$ cat src/rtl/recover_2n_feed_ctrl_if.sv
`default_nettype none
// +----------------------------------------------------------------------------+
// | recover_2n_feed_ctrl_if                                                    |
// | Source-buffer read and recovery-datapath handshake bundle.                 |
// | Revision: 1.0                                                              |
// +----------------------------------------------------------------------------+
interface recover_2n_feed_ctrl_if #(
  parameter int ADDR_W = 13,
  parameter int IDX_W  = 11
);
  logic              src_avail;
  logic              rd_en;
  logic [ADDR_W-1:0] rd_addr;
  logic              rd_half;
  logic              dp_valid;
  logic [IDX_W-1:0]  dp_index_col_1;
  logic [IDX_W-1:0]  dp_index_col_2;
  logic              dp_ready;

  modport master (
    input  src_avail,
    input  dp_ready,
    output rd_en,
    output rd_addr,
    output rd_half,
    output dp_valid,
    output dp_index_col_1,
    output dp_index_col_2
  );

  modport slave (
    output src_avail,
    output dp_ready,
    input  rd_en,
    input  rd_addr,
    input  rd_half,
    input  dp_valid,
    input  dp_index_col_1,
    input  dp_index_col_2
  );
endinterface
`default_nettype wire

$ cat src/rtl/recover_2n_feed_ctrl.sv
`default_nettype none
// +----------------------------------------------------------------------------+
// | recover_2n_feed_ctrl                                                       |
// | Issues the 1025-beat input schedule to the 2N real-FFT recovery datapath.  |
// | Revision: 1.0                                                              |
// +----------------------------------------------------------------------------+
module recover_2n_feed_ctrl #(
  parameter int NBEATS  = 1025,
  parameter int IDX_W   = 11,
  parameter int ADDR_W  = 13,
  parameter int RD_LAT  = 1,
  parameter int TIMEOUT = 4096
) (
  input  logic                  clk,
  input  logic                  rst_n,
  input  logic                  start,
  recover_2n_feed_ctrl_if.master bus,
  output logic                  busy,
  output logic                  done,
  output logic                  err_timeout
);
  localparam int CNT_W = $clog2(NBEATS + 1);
  localparam int TO_W  = $clog2(TIMEOUT + 1);
  localparam logic [CNT_W-1:0] C_LAST_BEAT = CNT_W'(NBEATS - 1);
  localparam logic [CNT_W-1:0] C_NBEATS    = CNT_W'(NBEATS);
  localparam logic [TO_W-1:0]  C_TO_LAST   = TO_W'(TIMEOUT - 1);

  typedef enum logic [1:0] {
    S_IDLE  = 2'd0,
    S_ISSUE = 2'd1,
    S_DRAIN = 2'd2,
    S_DONE  = 2'd3
  } state_t;

  state_t            state_q, state_d;
  logic [CNT_W-1:0]  beat_q, beat_d;
  logic [CNT_W-1:0]  ret_q, ret_d;
  logic [TO_W-1:0]   idle_q, idle_d;
  logic              err_q, err_d;
  logic [RD_LAT-1:0] vld_q, vld_d;
  logic [IDX_W-1:0]  col1_q [RD_LAT];
  logic [IDX_W-1:0]  col1_d [RD_LAT];
  logic [IDX_W-1:0]  col2_q [RD_LAT];
  logic [IDX_W-1:0]  col2_d [RD_LAT];

  logic              issue;
  logic [IDX_W-1:0]  nat1, nat2, rev1, rev2;
  logic [ADDR_W-1:0] addr;

  assign issue = (state_q == S_ISSUE) && bus.src_avail;

  // Beats 0/1 fetch half groups at 0 and 4; beat b>=2 fetches the full group at (b-1)*8.
  always_comb begin
    nat1 = IDX_W'(beat_q);
    nat2 = (beat_q < CNT_W'(2)) ? '0 : (IDX_W'(0) - nat1);
    addr = '0;
    if (beat_q == CNT_W'(1)) begin
      addr = ADDR_W'(4);
    end else if (beat_q >= CNT_W'(2)) begin
      addr = ADDR_W'({beat_q - 1'b1, 3'b000});
    end
  end

  for (genvar i = 0; i < IDX_W; i++) begin : g_bitrev
    assign rev1[i] = nat1[IDX_W-1-i];
    assign rev2[i] = nat2[IDX_W-1-i];
  end

  assign bus.rd_en          = issue;
  assign bus.rd_addr        = issue ? addr : '0;
  assign bus.rd_half        = issue && (beat_q < CNT_W'(2));
  assign bus.dp_valid       = vld_q[RD_LAT-1];
  assign bus.dp_index_col_1 = col1_q[RD_LAT-1];
  assign bus.dp_index_col_2 = col2_q[RD_LAT-1];

  assign busy        = (state_q != S_IDLE);
  assign done        = (state_q == S_DONE);
  assign err_timeout = err_q;

  // Index pipeline matches the source-buffer read latency so valid lines up with data.
  always_comb begin
    vld_d     = '0;
    col1_d    = '{default: '0};
    col2_d    = '{default: '0};
    vld_d[0]  = issue;
    col1_d[0] = issue ? rev1 : '0;
    col2_d[0] = issue ? rev2 : '0;
    for (int i = 1; i < RD_LAT; i++) begin
      vld_d[i]  = vld_q[i-1];
      col1_d[i] = col1_q[i-1];
      col2_d[i] = col2_q[i-1];
    end
  end

  always_comb begin
    state_d = state_q;
    beat_d  = beat_q;
    ret_d   = ret_q;
    idle_d  = idle_q;
    err_d   = err_q;

    if ((state_q != S_IDLE) && bus.dp_ready && (ret_q != C_NBEATS)) begin
      ret_d = ret_q + 1'b1;
    end

    case (state_q)
      S_IDLE: begin
        if (start) begin
          state_d = S_ISSUE;
          beat_d  = '0;
          ret_d   = '0;
          idle_d  = '0;
          err_d   = 1'b0;
        end
      end
      S_ISSUE: begin
        if (issue) begin
          beat_d = beat_q + 1'b1;
          if (beat_q == C_LAST_BEAT) begin
            state_d = S_DRAIN;
          end
        end
      end
      S_DRAIN: begin
        // idle_q counts consecutive ready-low drain cycles; any ready activity restarts it.
        if ((ret_q == C_NBEATS) && !bus.dp_ready) begin
          state_d = S_DONE;
        end else if (bus.dp_ready) begin
          idle_d = '0;
        end else if (idle_q == C_TO_LAST) begin
          err_d   = 1'b1;
          state_d = S_DONE;
        end else begin
          idle_d = idle_q + 1'b1;
        end
      end
      S_DONE:  state_d = S_IDLE;
      default: state_d = S_IDLE;
    endcase
  end

  always_ff @(posedge clk or negedge rst_n) begin
    if (!rst_n) begin
      state_q <= S_IDLE;
      beat_q  <= '0;
      ret_q   <= '0;
      idle_q  <= '0;
      err_q   <= 1'b0;
      vld_q   <= '0;
      for (int i = 0; i < RD_LAT; i++) begin
        col1_q[i] <= '0;
        col2_q[i] <= '0;
      end
    end else begin
      state_q <= state_d;
      beat_q  <= beat_d;
      ret_q   <= ret_d;
      idle_q  <= idle_d;
      err_q   <= err_d;
      vld_q   <= vld_d;
      for (int i = 0; i < RD_LAT; i++) begin
        col1_q[i] <= col1_d[i];
        col2_q[i] <= col2_d[i];
      end
    end
  end
endmodule
`default_nettype wire

$ cat src/flat_wrapper.sv
// flat-port wrapper written by rule: the top's interface ports become plain ports
module recover_2n_feed_ctrl_flat 
#(
  parameter int NBEATS  = 1025,
  parameter int IDX_W   = 11,
  parameter int ADDR_W  = 13,
  parameter int RD_LAT  = 1,
  parameter int TIMEOUT = 4096
)
  (clk, rst_n, start, busy, done, err_timeout, bus_src_avail, bus_dp_ready, bus_rd_en, bus_rd_addr, bus_rd_half, bus_dp_valid, bus_dp_index_col_1, bus_dp_index_col_2);
  recover_2n_feed_ctrl_if #(.ADDR_W(ADDR_W), .IDX_W(IDX_W)) bus_i ();
  input  logic clk;
  input  logic rst_n;
  input  logic start;
  output logic busy;
  output logic done;
  output logic err_timeout;
  input wire logic [$bits(bus_i.src_avail)-1:0] bus_src_avail;
  input wire logic [$bits(bus_i.dp_ready)-1:0] bus_dp_ready;
  output wire logic [$bits(bus_i.rd_en)-1:0] bus_rd_en;
  output wire logic [$bits(bus_i.rd_addr)-1:0] bus_rd_addr;
  output wire logic [$bits(bus_i.rd_half)-1:0] bus_rd_half;
  output wire logic [$bits(bus_i.dp_valid)-1:0] bus_dp_valid;
  output wire logic [$bits(bus_i.dp_index_col_1)-1:0] bus_dp_index_col_1;
  output wire logic [$bits(bus_i.dp_index_col_2)-1:0] bus_dp_index_col_2;
  assign bus_i.src_avail = bus_src_avail;
  assign bus_i.dp_ready = bus_dp_ready;
  assign bus_rd_en = bus_i.rd_en;
  assign bus_rd_addr = bus_i.rd_addr;
  assign bus_rd_half = bus_i.rd_half;
  assign bus_dp_valid = bus_i.dp_valid;
  assign bus_dp_index_col_1 = bus_i.dp_index_col_1;
  assign bus_dp_index_col_2 = bus_i.dp_index_col_2;
  recover_2n_feed_ctrl #(.NBEATS(NBEATS), .IDX_W(IDX_W), .ADDR_W(ADDR_W), .RD_LAT(RD_LAT), .TIMEOUT(TIMEOUT)) u_core (.clk(clk), .rst_n(rst_n), .start(start), .bus(bus_i), .busy(busy), .done(done), .err_timeout(err_timeout));
endmodule
$ cat config.mk
export PLATFORM = sky130hd
export DESIGN_NAME = recover_2n_feed_ctrl_flat
export DESIGN_NICKNAME = d
export VERILOG_FILES = /design/src/rtl/recover_2n_feed_ctrl_if.sv /design/src/rtl/recover_2n_feed_ctrl.sv /design/src/flat_wrapper.sv
export SDC_FILE = /design/constraint.sdc
export NUM_CORES = 1
export LEC_CHECK = 0
export BUFFER_PORTS_ARGS = -buffer_cell sky130_fd_sc_hd__buf_2
export CAP_MARGIN = 20
export CORE_MARGIN = 10
export CORE_UTILIZATION = 51
export CTS_CLUSTER_DIAMETER = 200
export CTS_CLUSTER_SIZE = 8
export DETAILED_ROUTE_END_ITERATION = 10
export PLACE_DENSITY = 0.72
export SLEW_MARGIN = 20
export SYNTH_ARGS = -nofsm -noshare
export SYNTH_HDL_FRONTEND = slang
export SYNTH_SLANG_ARGS = --single-unit
$ cat constraint.sdc
create_clock -name clk -period 5.41 [get_ports clk]
set_clock_uncertainty 0.1 [all_clocks]
set_input_delay 1.082 -clock clk [delete_from_list [all_inputs] [get_ports clk]]
set_output_delay 1.082 -clock clk [all_outputs]
set_load 0.005 [all_outputs]
==> out/results.ini, run 1 <==
[status]
status = completed

[layout]
final_layout_size_suffix_gt1_frac = 0.179
fin_area_sq_um = 3750
antenna_cells = 0
fin_util = 0.593
fill_cells = 565
fin_cells = 469
synthToLayoutAreaGrowth_pct = 13.5
final_nets = 404

[synthesis]
synthTopCellsByCount = dfrtp_1 (61), nor2_1 (46), nand2_1 (31)
synth_edf_count = 0
synth.most_common_cell = dfrtp_1
yosys.area.top_type_share = 0.462
synthTopCellsByArea = dfrtp_1 (46%), nor2_1 (5.2%), ha_1 (4.5%)
synthesis.area_sq_um = 3300
ys_ff_latch = 61
yosysWarnings = 0
ys.flop_type = dfrtp_1
synth_cell_types = 59
postSynthCellCount = 348
syn_area_per_cell_sq_um = 9.49
ys_seq_area_frac = 0.462
yosysTopAreaCell = dfrtp_1
async_flop_share = 1.00

[clock_network]
post_cts_buffers = 0
h-tree-depth = 3
cts_resized = 0
clock_latency_ns = 0.34
cts.sinks = 61
cts_tree = yes
cts.path.max_buffers = 2
path_clk_slew_ns = 0.06
ctsRootBufferMaster = clkbuf_8
cts_buffers = 9
ctsHoldBuffers = 0

[worst_hold_path]
min_path_type = reg -> reg
worstHoldStart = u_core.idle_q[1]
holdPathEnd = u_core.idle_q[1]
whs_path_depth = 1

[placement]
port-buffer-count = 43
placed_area_sq_um = 3540
dp_hpwl_microns = 5190
place_inst = 453
gp_congestion = 0.863

[power]
p_leak_nw = 1.92
ir_worst_vdd_mv = 0.199
powerDensity_nw_per_um2 = 376

[global_route]
gr-max-usage-layer = met2
grt_max_degree = 62
grt_pass1_wl_microns = 12800
antenna_found_initial = 0
grtUsageTotal = 0.156
grt.met1_usage = 0.205
overflow = 0
grt_pass1_vias = 2611
grt_use_met3 = 0.0480
grt_util_met2 = 0.227

[routing]
firstDrtPassIters = 4
drc = 0
drtIter0Drc = 207
viasPerCell = 5.61
routedWlPerCell_microns = 15.6
vias = 2629
finalWirelength_microns = 7330
ant_nets = 0

[setup_path]
reg2reg_to = u_core.idle_q[8]
cp.required_ns = 4.23
endpoint_kind = output port
criticalPathCategory = reg -> out
reg2reg_from = u_core.state_q[0]
critPathArrivalTime_ns = 2.60
cp_max_fo = 11
r2r_slack_ns = 2.72
cp-start-kind = register
worstRegToRegCells = 6

[floorplanning]
dieArea_sq_um = 10100
ios = 46
start_util = 0.523
die-width_microns = 100
core_sq_um = 6310
die_y_microns = 100
rows = 29

[job]
maxCapViolations = 0

[timing]
hold_violations = 0
finalCritPeriodShare = 0.699
grt_setup_unrepaired = false
worstMarginPinSlew_ns = 0.834
slew_headroom = 0.443
max_freq_mhz = 264
setup-tns-final_ns = 0
period_needed_ns = 3.78
drv_slew = 0
setup_viol = 0

==> worst max-delay path by stage <==
stage	start	endpoint	slack [ns]	cells past startpoint
detailed placement	bus_src_avail	bus_rd_addr[11]	1.97	6
CTS	u_core.beat_q[2]	bus_rd_addr[11]	1.62	6
global route	u_core.beat_q[2]	bus_rd_addr[11]	1.42	6
finish	u_core.beat_q[2]	bus_rd_addr[11]	1.63	6
floorplan	u_core.beat_q[3]	bus_rd_addr[10]	2.39	7
global placement	u_core.beat_q[2]	bus_rd_addr[4]	2.07	6
==> critical path: stages, from the launching register on <==
cell and delay, ns:
dfrtp_1 0.53, nor4_4 0.48, nand2_2 0.09, or4_1 0.60, o21ai_4 0.34, nor2_1 0.09, buf_2 0.13
==> cell type report <==
cell class | instances | area (sq um) | area share
Clock inverter | 3 | 43.8 | 0.0117
Clock buffer | 13 | 159 | 0.0424
Sequential cell | 61 | 1530 | 0.407
Multi-Input combinational cell | 258 | 1650 | 0.439
Inverter | 12 | 45.0 | 0.0120
Timing Repair Buffer | 45 | 230 | 0.0615
Tap cell | 77 | 96.3 | 0.0257
==> metrics by stage <==
step / hold slack [ns] / setup slack (ns) / power, mW
2_1_floorplan: 0.393 / 2.39 / 0.885
3_3_place_gp: 0.420 / 2.07 / 0.998
3_5_place_dp: 0.423 / 1.97 / 1.00
4_1_cts: 0.438 / 1.62 / 1.42
5_1_grt: 0.467 / 1.42 / 1.51
6_report: 0.438 / 1.63 / 1.41
==> sequential cells by signal, indices dropped and copies added (netlist names) <==
register,flops
u_core.err_timeout,1
u_core.beat_q,11
u_core.ret_q,11
u_core.idle_q,13
u_core.bus.dp_valid,1
u_core.bus.dp_index_col_2,11
u_core.bus.dp_index_col_1,11
u_core.state_q,2
==> logic make-up (layout without fill, tap and decap cells) <==
family	after synthesis	in the layout	synth area share
AOI/OAI and AO/OA	52	52	0.119
other	1	2	0.00114
buffers and inverters	30	73	0.0405
DFF	61	61	0.462
adders and majority gates	12	12	0.0455
and+or+nand+nor	162	162	0.250
xor gates and xnor gates	25	25	0.0663
muxes	5	5	0.0159
==> layer usage <==
| metal | part of all wire | wire [microns] | vias to the layer above |
|---|---|---|---|
| met1 | 0.46 | 3400 | 1263 |
| met3 | 0.063 | 461 | 13 |
| met4 | 0.020 | 143 | 0 |
| met5 | 0 | 0 | - |
| li1 | - | - | 1296 |
| met2 | 0.45 | 3330 | 57 |
==> power by group <==
| part | internal (mW) | total (mW) | switching [mW] |
|---|---|---|---|
| sequential | 0.496 | 0.552 | 0.0563 |
| clock | 0.238 | 0.411 | 0.173 |
| combinational | 0.178 | 0.445 | 0.266 |
| total | 0.913 | 1.41 | 0.495 |
==> placed cells by master, fill, tap and decap left out, types with 3 or more instances in the layout <==
cell	synthesis	final
a21oi_1	7	7
and3_1	11	11
buf_2	1	43
clkbuf_8	0	11
dfrtp_1	61	61
ha_1	12	12
inv_1	11	11
mux2i_1	3	3
nand2_1	31	31
nand2b_1	4	4
nand3_1	18	18
nand4_1	11	11
nor2_1	46	46
nor2b_1	5	5
nor3_1	11	11
nor4_1	4	4
o211a_1	4	4
o21ai_0	13	13
o311ai_0	4	4
or3_1	6	6
xnor2_1	15	15
xor2_1	10	10
No activity file was read; power rests on OpenSTA's default activity.
==> run 2, diff against run 1 <==
- ABC_AREA: not set -> 1
- clock period: 5.41 -> 3.9 ns (I/O delays scaled with it)
==> run 2 against run 1 <==
Against the previous run:
- synthesized cell count is 35% higher
- count of clock-buffer cells in the layout down 2
- wire length rose by 13%
- critical path type unchanged
==> out/results.ini, run 2 <==
[synthesis]
syn_area_per_cell_sq_um = 7.55
synth_cell_types = 36
ys.flop_type = dfrtp_1
synthTopCellsByArea = dfrtp_1 (43%), nand2_1 (11%), nor2_1 (8.9%)
synthTopCellsByCount = nand2_1 (102), nor2_1 (84), inv_1 (63)
postSynthCellCount = 470
ys_ff_latch = 61
synthesis.area_sq_um = 3550
synth_edf_count = 0
async_flop_share = 1.00
yosysTopAreaCell = dfrtp_1
ys_seq_area_frac = 0.430
yosysWarnings = 0
synth.most_common_cell = nand2_1
yosys.area.top_type_share = 0.430

[routing]
drc = 0
routed.top_layer = met4
vias = 3146
wl_met1_microns = 3580
wl_met3_microns = 524
viasPerCell = 5.10
finalWirelength_microns = 8290
met2WireLength_microns = 4020
firstDrtPassIters = 4
drtIter0Drc = 135
routedWlPerCell_microns = 13.4
ant_nets = 0

[clock_network]
cts.sinks = 61
cts_tree = yes
h-tree-depth = 3
ctsRootBufferMaster = clkbuf_8
cts.path.max_buffers = 2
cts_buffers = 9
path_clk_slew_ns = 0.07
cts_resized = 0
ctsHoldBuffers = 0
post_cts_buffers = 0
clock_latency_ns = 0.33

[power]
sequentialPowerShare = 0.342
powerDensity_nw_per_um2 = 557
ir_worst_vdd_mv = 0.377
switchingPower_mw = 0.933
p_int_mw = 1.31
pwr-share-comb = 0.405
power_frac_clock = 0.252
switching_share = 0.416
p_leak_nw = 2.11
total_power_mw = 2.24

[timing]
setup-tns-final_ns = 0
slew_headroom = 0.630
grt_setup_unrepaired = false
finalCritPeriodShare = 0.811
hold_violations = 0
period_needed_ns = 3.16
setup_viol = 0
drv_slew = 0
worstMarginPinSlew_ns = 0.554
max_freq_mhz = 316

[layout]
final_common_cell = nand2_1
layout_common_cells = nand2_1 (102), nor2_1 (84), inv_1 (63)
regMostFlops = u_core.idle_q
antenna_cells = 0
largest_reg_flops = 13
multi_input_area_sq_um = 1690
final_layout_size_suffix_gt1_frac = 0.163
final_nets = 534
fill_cells = 622
fin_cells = 617
regArea_sq_um = 1530
synthToLayoutAreaGrowth_pct = 13.3

[floorplanning]
rows = 30
ios = 46
dieArea_sq_um = 10700
start_util = 0.522
die-width_microns = 103
core_sq_um = 6790
die_y_microns = 103

[placement]
dp_hpwl_microns = 6310
place_inst = 602
gp_congestion = 0.966
port-buffer-count = 43

[setup_path]
reg2reg_from = u_core.state_q[1]
worstRegToRegCells = 8
criticalPathCategory = reg -> out
cp_max_fo = 16
r2r_slack_ns = 1.71
critPathArrivalTime_ns = 2.28
endpoint_kind = output port
cp-start-kind = register
cp.required_ns = 3.02
reg2reg_to = u_core.beat_q[5]

[global_route]
grt_pass1_vias = 3073
overflow = 0
grtUsageTotal = 0.167
grt_max_degree = 27
grt_pass1_wl_microns = 14200
antenna_found_initial = 0

[worst_hold_path]
min_path_type = in -> async

[status]
status = completed

[job]
maxCapViolations = 0

## run 2: how the worst max path moves through the flow
stage	startpoint	to	slack (ns)	cells after the start
detailed placement	bus_src_avail	bus_rd_addr[12]	1.01	6
CTS	u_core.state_q[1]	bus_rd_addr[12]	0.73	7
finish	u_core.state_q[1]	bus_rd_addr[12]	0.74	7
global placement	bus_src_avail	bus_rd_addr[5]	1.12	6
global route	u_core.state_q[1]	bus_rd_addr[10]	0.51	7
floorplan	bus_src_avail	bus_rd_addr[12]	1.65	4
## run 2: cell type report
class                           count  share of cell area
Multi-Input combinational cell    332               0.420
Sequential cell                    61               0.380
Inverter                           68              0.0635
Tap cell                           96              0.0299
Clock buffer                       11              0.0377
Timing Repair Buffer               45              0.0573
Clock inverter                      4              0.0118
## run 2: worst max-delay path: stages (launching register included)
cell and delay (ns):
dfrtp_1 0.41, inv_1 0.10, ha_1 0.26, nand2_1 0.37, inv_1 0.27, nand3_2 0.23
nor2_1 0.17, buf_2 0.13
## run 2: cell families after synthesis
kind of cell    Yosys count  synth area share
fa+ha+maj                12            0.0423
xor+xnor                 17            0.0419
flops                    61             0.430
other cells               1           0.00106
simple gates            265             0.332
buf+inv                  78            0.0952
compound gates           36            0.0571
## run 2: power by group through the flow
stage,logic [mW],clock network (mW),registers (mW)
3_3_place_gp,0.884,0,0.774
3_5_place_dp,0.901,0,0.777
2_1_floorplan,0.717,0,0.755
5_1_grt,1.03,0.608,0.777
4_1_cts,0.912,0.579,0.766
6_report,0.908,0.565,0.767
## run 2: layer usage
layer,track usage,vias up
met5,0,-
met4,0.0663,0
met3,0.0405,16
met2,0.282,94
met1,0.199,1468
li1,-,1568
## run 2: stage by stage
stage | hold slack, ns | worst slack (ns) | cell area, sq um | utilization
after global placement | 0.394 | 1.12 | 3820 | 0.562
after CTS | 0.302 | 0.729 | 4020 | 0.592
after floorplan | 0.357 | 1.65 | 3550 | -
after detailed placement | 0.392 | 1.01 | 3820 | 0.562
final | 0.294 | 0.738 | 4020 | 0.592
after global routing | 0.315 | 0.510 | 4020 | 0.592
==> run 3, diff against run 2 <==
- clock period: 3.9 -> 2.95 ns (I/O delays scaled with it)
==> run 3 against run 2 <==
Against the previous run:
- die area unchanged
- count of clock-buffer cells in the layout decreased by 2
- non-clock buffer count unchanged
- power increased by 29%
- register-to-register slack got worse by 0.77 ns
- critical path depth unchanged
- hold slack got worse by 0.17 ns
- sequential power increased by 32%
- largest power group unchanged
- design area decreased by 0.25%
- core utilization decreased by 0.15 points
==> out/results.ini, run 3 (synthesis gave the netlist of run 2 again) <==
[floorplanning]
start_util = 0.522
die-width_microns = 103
dieArea_sq_um = 10700
ios = 46
die_y_microns = 103
core_sq_um = 6790
rows = 30

[routing]
vias = 3137
finalWirelength_microns = 8590
firstDrtPassIters = 4
viasPerCell = 5.08
ant_nets = 0
routedWlPerCell_microns = 13.9
drc = 0
drtIter0Drc = 179

[layout]
multi_input_area_sq_um = 1690
regMostFlops = u_core.idle_q
final_layout_size_suffix_gt1_frac = 0.165
largest_reg_flops = 13
final_common_cell = nand2_1
regArea_sq_um = 1530
fill_cells = 625
synthToLayoutAreaGrowth_pct = 13.0
layout_common_cells = nand2_1 (102), nor2_1 (84), inv_1 (63)
fin_util = 0.590
antenna_cells = 0
final_nets = 534

[timing]
setup_ws_ns = 0.340
setup_viol = 0
slew_headroom = 0.642
finalCritPeriodShare = 0.885
period_needed_ns = 2.61
hold_violations = 0
worstMarginPinSlew_ns = 0.537
drv_slew = 0
max_freq_mhz = 383
setup-tns-final_ns = 0
grt_setup_unrepaired = false

[setup_path]
cpMaxStageDelayCell = dfrtp_1
cp_max_fo = 9
endpoint_kind = output port
path_common_cell = nor2_1
path_cells = inv_1 > ha_1 > nand2_1 > nor2_1 > xor2_1 > nor2_1 > buf_2
cp-start-kind = register
cp.required_ns = 2.26
r2r_slack_ns = 0.94
criticalPathCategory = reg -> out
critPathArrivalTime_ns = 1.92
cpPeakStageDelay_ns = 0.49

[global_route]
overflow = 0
grtUsageTotal = 0.170
grt_pass1_vias = 3096
grt_max_degree = 40
antenna_found_initial = 0
grt_pass1_wl_microns = 14300

[power]
p_leak_nw = 2.09
ir_worst_vdd_mv = 0.366
powerDensity_nw_per_um2 = 720
total_power_mw = 2.89

[clock_network]
cts_resized = 0
cts.sinks = 61
post_cts_buffers = 0
clock_latency_ns = 0.34
cts_tree = yes
ctsHoldBuffers = 0
ctsRootBufferMaster = clkbuf_8
cts.path.max_buffers = 2
cts_buffers = 9
path_clk_slew_ns = 0.07
h-tree-depth = 3

[worst_hold_path]
min_path_type = in -> async

[placement]
post-place-ws_ns = 0.739
gp_congestion = 0.945
dp_hpwl_microns = 6500
port-buffer-count = 43

[job]
maxCapViolations = 0

[status]
status = completed

[run 3: changes by cell type in the layout (fill, tap and decap cells not counted)]
cell        delta
clkbuf_8       -2
clkinv_2       -1
clkinvlp_4     +3
clkinv_4       +2
buf_4          -1
buf_12         +1
bufinv_16      -1
[run 3: critical path: cells and delay by family, from the launching register on]
family,cells,cell delay [ns]
flops,1,0.49
buf+inv,2,0.39
simple gates,3,0.32
xor+xnor,1,0.16
fa+ha+maj,1,0.23
[run 3: worst paths after layout]
path                                         from          endpoint  cells past startpoint
worst min-delay path                        rst_n   u_core.ret_q[0]                      1
worst max register to register  u_core.state_q[1]  u_core.beat_q[5]                      9
worst min register to register    u_core.ret_q[0]   u_core.ret_q[0]                      1
min in group clk                  u_core.ret_q[0]   u_core.ret_q[0]                      1
max in group asynchronous                   rst_n  u_core.beat_q[1]                      2
worst max-delay path             u_core.beat_q[0]   bus_rd_addr[11]                      7
[run 3: area by class of cell]
| type | instances | share of cell area |
|---|---|---|
| Sequential cell | 61 | 0.381 |
| Clock inverter | 7 | 0.0131 |
| Timing Repair Buffer | 45 | 0.0605 |
| Inverter | 68 | 0.0637 |
| Multi-Input combinational cell | 332 | 0.421 |
| Clock buffer | 9 | 0.0309 |
| Tap cell | 96 | 0.0300 |
[run 3: where the power goes]
| part | switching [mW] | total (mW) | internal, mW |
|---|---|---|---|
| Combinational | 0.825 | 1.21 | 0.387 |
| Sequential | 0.0937 | 1.01 | 0.919 |
| Clock | 0.356 | 0.661 | 0.305 |
| Total | 1.27 | 2.89 | 1.61 |
[run 3: stage by stage]
| stage | std cells | area (sq um) | hold WS [ns] |
|---|---|---|---|
| 2_1_floorplan | 471 | 3550 | 0.194 |
| 3_3_place_gp | 602 | 3830 | 0.391 |
| 3_5_place_dp | 602 | 3830 | 0.397 |
| 4_1_cts | 618 | 4010 | 0.122 |
| 5_1_grt | 618 | 4010 | 0.144 |
| 6_report | 618 | 4010 | 0.123 |
[run 3: routing by layer]
layer  GRT usage  share of wire  vias up
met5           0              0        -
met3      0.0545          0.063       16
met4      0.0631          0.018        0
met1       0.205           0.43     1451
met2       0.278           0.49      100
li1            -              -     1570
